`config.mk`:
```
export PLATFORM = sky130hd
export DESIGN_NAME = load_align_unit
export DESIGN_NICKNAME = d
export VERILOG_FILES = /design/src/rtl/load_align_unit.sv
export SDC_FILE = /design/constraint.sdc
export NUM_CORES = 1
export LEC_CHECK = 0
export ABC_AREA = 1
export CAP_MARGIN = 20
export CORE_MARGIN = 2
export CORE_UTILIZATION = 48
export CTS_CLUSTER_SIZE = 10
export DETAILED_ROUTE_END_ITERATION = 10
export PLACE_DENSITY = 0.86
export SLEW_MARGIN = 20
export SYNTH_ARGS = -nofsm -noshare
export SYNTH_HDL_FRONTEND = slang
export SYNTH_SLANG_ARGS = --single-unit
export TNS_END_PERCENT = 5
```
`constraint.sdc`:
```
create_clock -name clk -period 1.6 [get_ports clk]
set_input_delay 0.24 -clock clk [delete_from_list [all_inputs] [get_ports clk]]
set_output_delay 0.24 -clock clk [all_outputs]
set_load 0.02 [all_outputs]
```
`src/rtl/load_align_unit.sv`:
```
// Load alignment unit: size/offset-aware extraction with sign extension,
// issuing one or two word-aligned reads and merging loads that cross a word.
module load_align_unit #(
  parameter int DATA_WIDTH       = 32,
  parameter int ADDR_WIDTH       = 32,
  parameter bit ALLOW_MISALIGNED = 1'b1
) (
  input  logic                  clk,
  input  logic                  reset,
  input  logic                  start,
  input  logic [ADDR_WIDTH-1:0] addr,
  input  logic [1:0]            size,
  input  logic                  sign_ext,
  output logic                  mem_rd,
  output logic [ADDR_WIDTH-1:0] mem_addr,
  input  logic [DATA_WIDTH-1:0] mem_rdata,
  input  logic                  mem_valid,
  output logic                  busy,
  output logic                  done,
  output logic [DATA_WIDTH-1:0] data_out,
  output logic                  err
);

  localparam int NB = DATA_WIDTH / 8;
  localparam int OW = $clog2(NB);

  typedef enum logic [1:0] {
    IDLE, READ1, READ2, FINISH
  } state_e;

  state_e                state_q, state_d;
  logic [ADDR_WIDTH-1:0] base_q, base_d;
  logic [OW-1:0]         off_q, off_d;
  logic [1:0]            size_q, size_d;
  logic                  sext_q, sext_d;
  logic                  split_q, split_d;
  logic [DATA_WIDTH-1:0] lo_q, lo_d;
  logic [DATA_WIDTH-1:0] hi_q, hi_d;
  logic [DATA_WIDTH-1:0] dout_q, dout_d;
  logic                  done_q, done_d;
  logic                  err_q, err_d;

  logic                  req_split;
  logic                  req_ok;
  logic [DATA_WIDTH-1:0] raw;
  logic [DATA_WIDTH-1:0] ext;
  logic [3:0]            nbytes;
  logic                  sbit;

  assign req_split = (int'(addr[OW-1:0]) + (1 << size)) > NB;
  assign req_ok    = (int'(size) <= OW) &&
                     (ALLOW_MISALIGNED || !req_split);

  // Two-word window shifted down so the first wanted byte sits at byte 0
  assign raw    = DATA_WIDTH'({hi_q, lo_q} >> {off_q, 3'b000});
  assign nbytes = 4'd1 << size_q;

  always_comb begin
    sbit = 1'b0;
    for (int i = 0; i < NB; i++) begin
      if (i == int'(nbytes) - 1) sbit = raw[8*i+7];
    end
    sbit = sbit & sext_q;
    ext  = '0;
    for (int i = 0; i < NB; i++) begin
      ext[8*i +: 8] = (i < int'(nbytes)) ? raw[8*i +: 8] : {8{sbit}};
    end
  end

  always_ff @(posedge clk or negedge reset) begin
    if (!reset) begin
      state_q <= IDLE;
      base_q  <= '0;
      off_q   <= '0;
      size_q  <= '0;
      sext_q  <= 1'b0;
      split_q <= 1'b0;
      lo_q    <= '0;
      hi_q    <= '0;
      dout_q  <= '0;
      done_q  <= 1'b0;
      err_q   <= 1'b0;
    end else begin
      state_q <= state_d;
      base_q  <= base_d;
      off_q   <= off_d;
      size_q  <= size_d;
      sext_q  <= sext_d;
      split_q <= split_d;
      lo_q    <= lo_d;
      hi_q    <= hi_d;
      dout_q  <= dout_d;
      done_q  <= done_d;
      err_q   <= err_d;
    end
  end

  always_comb begin
    state_d = state_q;
    base_d  = base_q;
    off_d   = off_q;
    size_d  = size_q;
    sext_d  = sext_q;
    split_d = split_q;
    lo_d    = lo_q;
    hi_d    = hi_q;
    dout_d  = dout_q;
    done_d  = 1'b0;
    err_d   = 1'b0;
    unique case (state_q)
      IDLE: begin
        if (start) begin
          if (!req_ok) begin
            err_d = 1'b1;
          end else begin
            state_d = READ1;
            base_d  = {addr[ADDR_WIDTH-1:OW], {OW{1'b0}}};
            off_d   = addr[OW-1:0];
            size_d  = size;
            sext_d  = sign_ext;
            split_d = req_split;
            hi_d    = '0;
          end
        end
      end
      READ1: begin
        if (mem_valid) begin
          lo_d    = mem_rdata;
          state_d = split_q ? READ2 : FINISH;
        end
      end
      READ2: begin
        if (mem_valid) begin
          hi_d    = mem_rdata;
          state_d = FINISH;
        end
      end
      FINISH: begin
        dout_d  = ext;
        done_d  = 1'b1;
        state_d = IDLE;
      end
      default: state_d = IDLE;
    endcase
  end

  always_comb begin
    mem_rd   = 1'b0;
    mem_addr = '0;
    busy     = (state_q != IDLE);
    unique case (state_q)
      READ1: begin
        mem_rd   = 1'b1;
        mem_addr = base_q;
      end
      READ2: begin
        mem_rd   = 1'b1;
        mem_addr = base_q + ADDR_WIDTH'(NB);
      end
      default: begin
        mem_rd   = 1'b0;
        mem_addr = '0;
      end
    endcase
  end

  assign done     = done_q;
  assign err      = err_q;
  assign data_out = dout_q;

endmodule
```
After elaboration in Yosys (flattened, before gate mapping)
Index checks and enable logic that the tools add are counted.

Register bits after elaboration: 136.

Add/sub/neg operators: 3. Magnitude comparators: 6. Equal/unequal tests: 10. Shift operators: 3. Mux-type cells: 24. Bitwise operators: 1. Reductions and logical operators: 9.

Operator list (number): $pmux W32 S2 (2); $mux W32 (3); $shr A64 B5 Y32 (1); $add A3 B32 Y32 (1); $add A32 B3 Y32 const B (1); $gt A32 B4 Y1 const B (1); $logic_not A32 Y1 (1); $mux W8 (4); $shl A1 B2 Y32 const A (1); $eq A3 B5 Y1 const A (2); $mux W1 (10); $lt A1 B4 Y1 const A (2); $lt A2 B4 Y1 const A (2); $mux W2 (4); $ne A2 B2 Y1 const B (4); $pmux W2 S4 (1); $reduce_and A4 Y1 (2); $eq A2 B5 Y1 const A (1); $sub A4 B1 Y5 const B (1); $eq A2 B2 Y1 const B (2); $reduce_bool A2 Y1 (2); $shl A1 B2 Y4 const A (1); $reduce_and A3 Y1 (1); $eq A2 B1 Y1 const B (1); 5 further kinds (5).

Longest topological paths before layout
Word-level depth: 9. Gate-level depth with buffers: 10. Mapped depth without buffers: 9.

Least setup slack after synthesis
OpenSTA, ideal clock, no wires.

Path type: reg-to-output. Start point: reg state_q[0]. End point: out mem_addr[5]. Arrival time: 1.667 ns. Required time: 1.360 ns. Slack: -0.307 ns. Stages on the path, launching flop included: 5. Path buffers: 0. Cells stage by stage: dfrtp_1 inv_1 ha_1 inv_1 a311oi_1.

Longest elaborated chain between the ends: 2. Elaborated cells between the ends (all ways): 3. Those cells by class: eq/ne (2); mux (1).

Ends and longest elaborated chain: from (decl) (line 31) `state_e state_q, state_d;`; from (signal assigned) (line 84) `state_q <= state_d;`; $eq A2 B2 Y1 / $eq A2 B1 Y1 (equally long branches) (line 151) `unique case (state_q)`; $pmux W32 S2 * (line 151); to (decl) (line 15) `output logic [ADDR_WIDTH-1:0] mem_addr,`.

Every way passes the cells marked *; elsewhere a longest branch is shown, timed or not.

Worst setup path in the final report
Start point: reg base_q[5]. End point: out mem_addr[24].

Longest elaborated chain between the ends: 2.

Ends and longest elaborated chain: from (decl) (line 32) `logic [ADDR_WIDTH-1:0] base_q, base_d;`; from (signal assigned) (line 85) `base_q <= base_d;`; $add A32 B3 Y32 (line 158) `mem_addr = base_q + ADDR_WIDTH'(NB);`; $pmux W32 S2 (line 151).

Every way passes these cells.

==> results.md <==
- Row cnt: 44
- Buf/Inv on CP: 2
- P_int: about 12,000 uW
- Slew Viols, Final: 0
- Final Setup Violations: between 50 and 60
- CP top delay family: simple AND/OR/NAND/NOR gates
- First-pass GRT wire length: roughly 38,000 microns
- Worst-path fanout max: 4
- Global Route Usage Sum: 0.294
- CTS tree: yes
- Sw Ratio: 0.460
- I/O pin cnt: approximately 140
- Finished layout cell area: roughly 11,000 sq um
- MaxCap Viol Count: 0
- CTS sink cnt: between 100 and 150
- Core area: 14,600 sq um
- Diodes inserted: 0
- Syn_area_per_cell: roughly 7.4 sq um
- Part of the power in combinational logic: 0.566
- Vias after detailed routing: around 8,000
- Setup Skew: roughly 0.012 ns
- Area contributors post-synth: dfrtp_1 44%, nand2_1 15%, a21oi_1 6.6%
- Worst IR Drop VDD: 1.29 mV
- Synth cell types: 41
- Detailed placer's ending HPWL: around 16,000 microns
- Largest family of logic cells by synthesized area: simple AND/OR/NAND/NOR gates
- Pre-CTS setup slack: -0.670 ns
- Net Switching: about 11,000 uW
- Die area: 16,100 sq um
- Fin crit share: 1.49
- Worst-Skew Late Latency: ~0.43 ns
- RSZ-0062 raised after global routing: true
- # DRC: 0
- Fin worst setup slack: -0.784 ns
- Most frequent cell on the critical path: nand2_1
- Critical path's largest stage delay: 0.42 ns
- Starting Density: 0.495
- Drt pass-1 iters: 6
- Post-synthesis sequential area ratio: 0.442
- Wire per inst: roughly 17 microns
- Commonest non-fill, non-tap cell in the layout: nand2_1
- Mapped Area: around 7300 sq um
- Die height: between 100 and 150 microns
- Die W: 127 microns
- IO buf count: ~140
- Leak pwr: between 0.004 and 0.005 uW
- RD Place Congestion: 0.950
- CTS buffer count: 17
- Htree depth: 4
- Largest net degree at the start of global routing: 51
- Post-route ant nets: 0
- Prevailing post-synth register cell: dfrtp_1
- Post-Synth Simple-Gate Area: 0.263
- Post-synth EDFFs: 0
- Grt total ovfl: 0
- Drt via density: around 5.6
- Post-synthesis mux area share: 0.0373
- Hold Crit Class: in2async
- Cells after Synth: a little under 1,000
- Antenna violations before repair: 2
- Most frequent cells in the layout: 268 x nand2_1, 124 x dfrtp_1, 104 x buf_4
- Nets: 1,265
- Async set or reset register ratio after synthesis: 1.00
- Outcome: finished with violations
- Crit path required time: 1.36 ns
- Fin. Hold Viols: 0
- Clk pwr share: 0.171
- Yosys top cell area share: 0.442
- CP Class: reg2out
- Synth warnings: 0
- Vias in the first global route: between 7,000 and 8,000
- CTS max path bufs: 2
- Final instance count without filler cells: between 1,000 and 1,500
- Hold_ws: ~0.27 ns
- Arrival time worst endpoint: 2.14 ns
- Reg2reg setup slack: -0.06 ns
- Seq cells post-synth: about 130
- Top cell type by total area after synthesis: dfrtp_1
- Area growth from synthesis to layout: 44.8%
- Crit path time final: about 2.4 ns
- Pwr dens: roughly 2200 nW/um^2
- Root Driver: clkbuf_16
- Layout cell share with drive strength beyond 1: 0.261
- Worst-path clk slew: around 0.060 ns
- Worst Setup End Kind: primary output
- DP Cell Count: 1,338
- Synth Area in Compound Gates: 0.158
- Sequential share of power: 0.263
- DRT iter0 DRCs: between 900 and 1,000
- Critical path, cell by cell: nand2_1 -> nor2_4 -> nand3b_1 -> nor2_2 -> buf_4 -> nand3_1 -> nand2_1 -> a21oi_2 -> buf_6
- Achievable frequency: 0.419 GHz
- Post-Synth Adder-Cell Area: 0.0148
- Worst Setup Start Kind: flip-flop
- Placed Instance Area: 9590 sq um
- Violated checks: negative setup slack
- Post-synthesis xor/xnor area fraction: 0.00121
- CP max-delay cell: dfrtp_1
- WL final: 23,700 microns
worst reg2reg max path, cell delays in order, from the launching register on:
cell	delay (ns)
dfrtp_2	0.45
ha_4	0.23
inv_8	0.10
buf_6	0.12
o21ai_4	0.07
a21oi_4	0.15
buf_12	0.24
nand3_1	0.12
o21ai_0	0.09
metrics by stage:
| step | util | total power (uW) | setup TNS, ns |
|---|---|---|---|
| 3_5_place_dp | 0.655 | 18200 | -23.82 |
| 4_1_cts | 0.704 | 22200 | -17.47 |
| 5_1_grt | 0.717 | 24300 | -23.61 |
| 6_report | 0.717 | 23000 | -18.33 |
| 2_1_floorplan | - | 13300 | -1.56 |
| 3_3_place_gp | 0.655 | 17900 | -21.61 |
metal layers:
| layer | global-route usage | up-vias | routed length (microns) |
|---|---|---|---|
| li1 | - | 3601 | - |
| met5 | 0 | - | 24 |
| met1 | 0.373 | 3648 | 9140 |
| met4 | 0.131 | 4 | 1010 |
| met2 | 0.482 | 447 | 11400 |
| met3 | 0.0700 | 93 | 2110 |
cells in the mapped netlist (3+ instances only):
master,n
nor2_2,9
nor3_1,6
or2_2,3
nand2_1,281
ha_1,7
clkbuf_1,13
inv_2,3
inv_1,77
o211ai_1,12
buf_2,25
mux2_2,24
nor2_1,83
nand3_1,64
buf_6,7
nand4_1,3
a21oi_1,96
buf_1,5
dfrtp_1,128
o21ai_1,7
nand2_2,6
o21ai_0,91
path summary, 6_finish.rpt:
kind / cells after the start / end / start
worst max-delay path: 9 / mem_addr[24] / base_q[5]$_DFFE_PN0P_
worst min-delay path: 2 / data_out[2]$_DFFE_PN0P_ / reset
worst max register to register: 8 / hi_q[9]$_DFFE_PN0P_ / state_q[1]$_DFFE_PN0P_
worst min register to register: 2 / data_out[4]$_DFFE_PN0P_ / data_out[4]$_DFFE_PN0P_
max in group asynchronous: 3 / base_q[2]$_DFFE_PN0P_ / reset
min in group clk: 4 / err$_DFF_PN0_ / size[1]
kinds of logic (layout without fill, tap and decap cells):
family,Yosys count,count (layout)
and+or+nand+nor,461,461
AOI/OAI and AO/OA,217,217
buffers and inverters,135,357
DFF,128,128
muxes,24,24
adders and majority gates,8,8
other,1,2
xor gates and xnor gates,1,1
power by group through the flow:
| stage | combinational, uW | clock [uW] | sequential (uW) |
|---|---|---|---|
| 3_5_place_dp | 12200 | 0 | 5990 |
| 2_1_floorplan | 6980 | 0 | 6280 |
| 4_1_cts | 12300 | 3910 | 5960 |
| 6_report | 13000 | 3930 | 6040 |
| 3_3_place_gp | 12000 | 0 | 5910 |
| 5_1_grt | 14000 | 4060 | 6190 |
state kept, by name, indices dropped and copies added (netlist names):
name and flops:
data_out 32, lo_q 32, base_q 30, hi_q 24, off_q 2, size_q 2, state_q 2, done 1
err 1, sext_q 1, split_q 1
cell type report:
| cell class | instances | area [sq um] |
|---|---|---|
| flip-flops and latches | 128 | 3210 |
| repair buffers | 244 | 2240 |
| clock inverters | 11 | 128 |
| clock buffers | 20 | 467 |
| well taps | 184 | 230 |
| inverters | 82 | 323 |
| fillers | 1067 | 4140 |
| multi-input cells | 713 | 3910 |
repair_timing:
item	CTS	global route
hold buffers	1	0
hold endpoints to repair	22	0
setup endpoints to repair	94	118
pin swaps	21	21
resized for setup	236	59
buffers inserted	5	7
No activity file was read; power rests on OpenSTA's default activity.
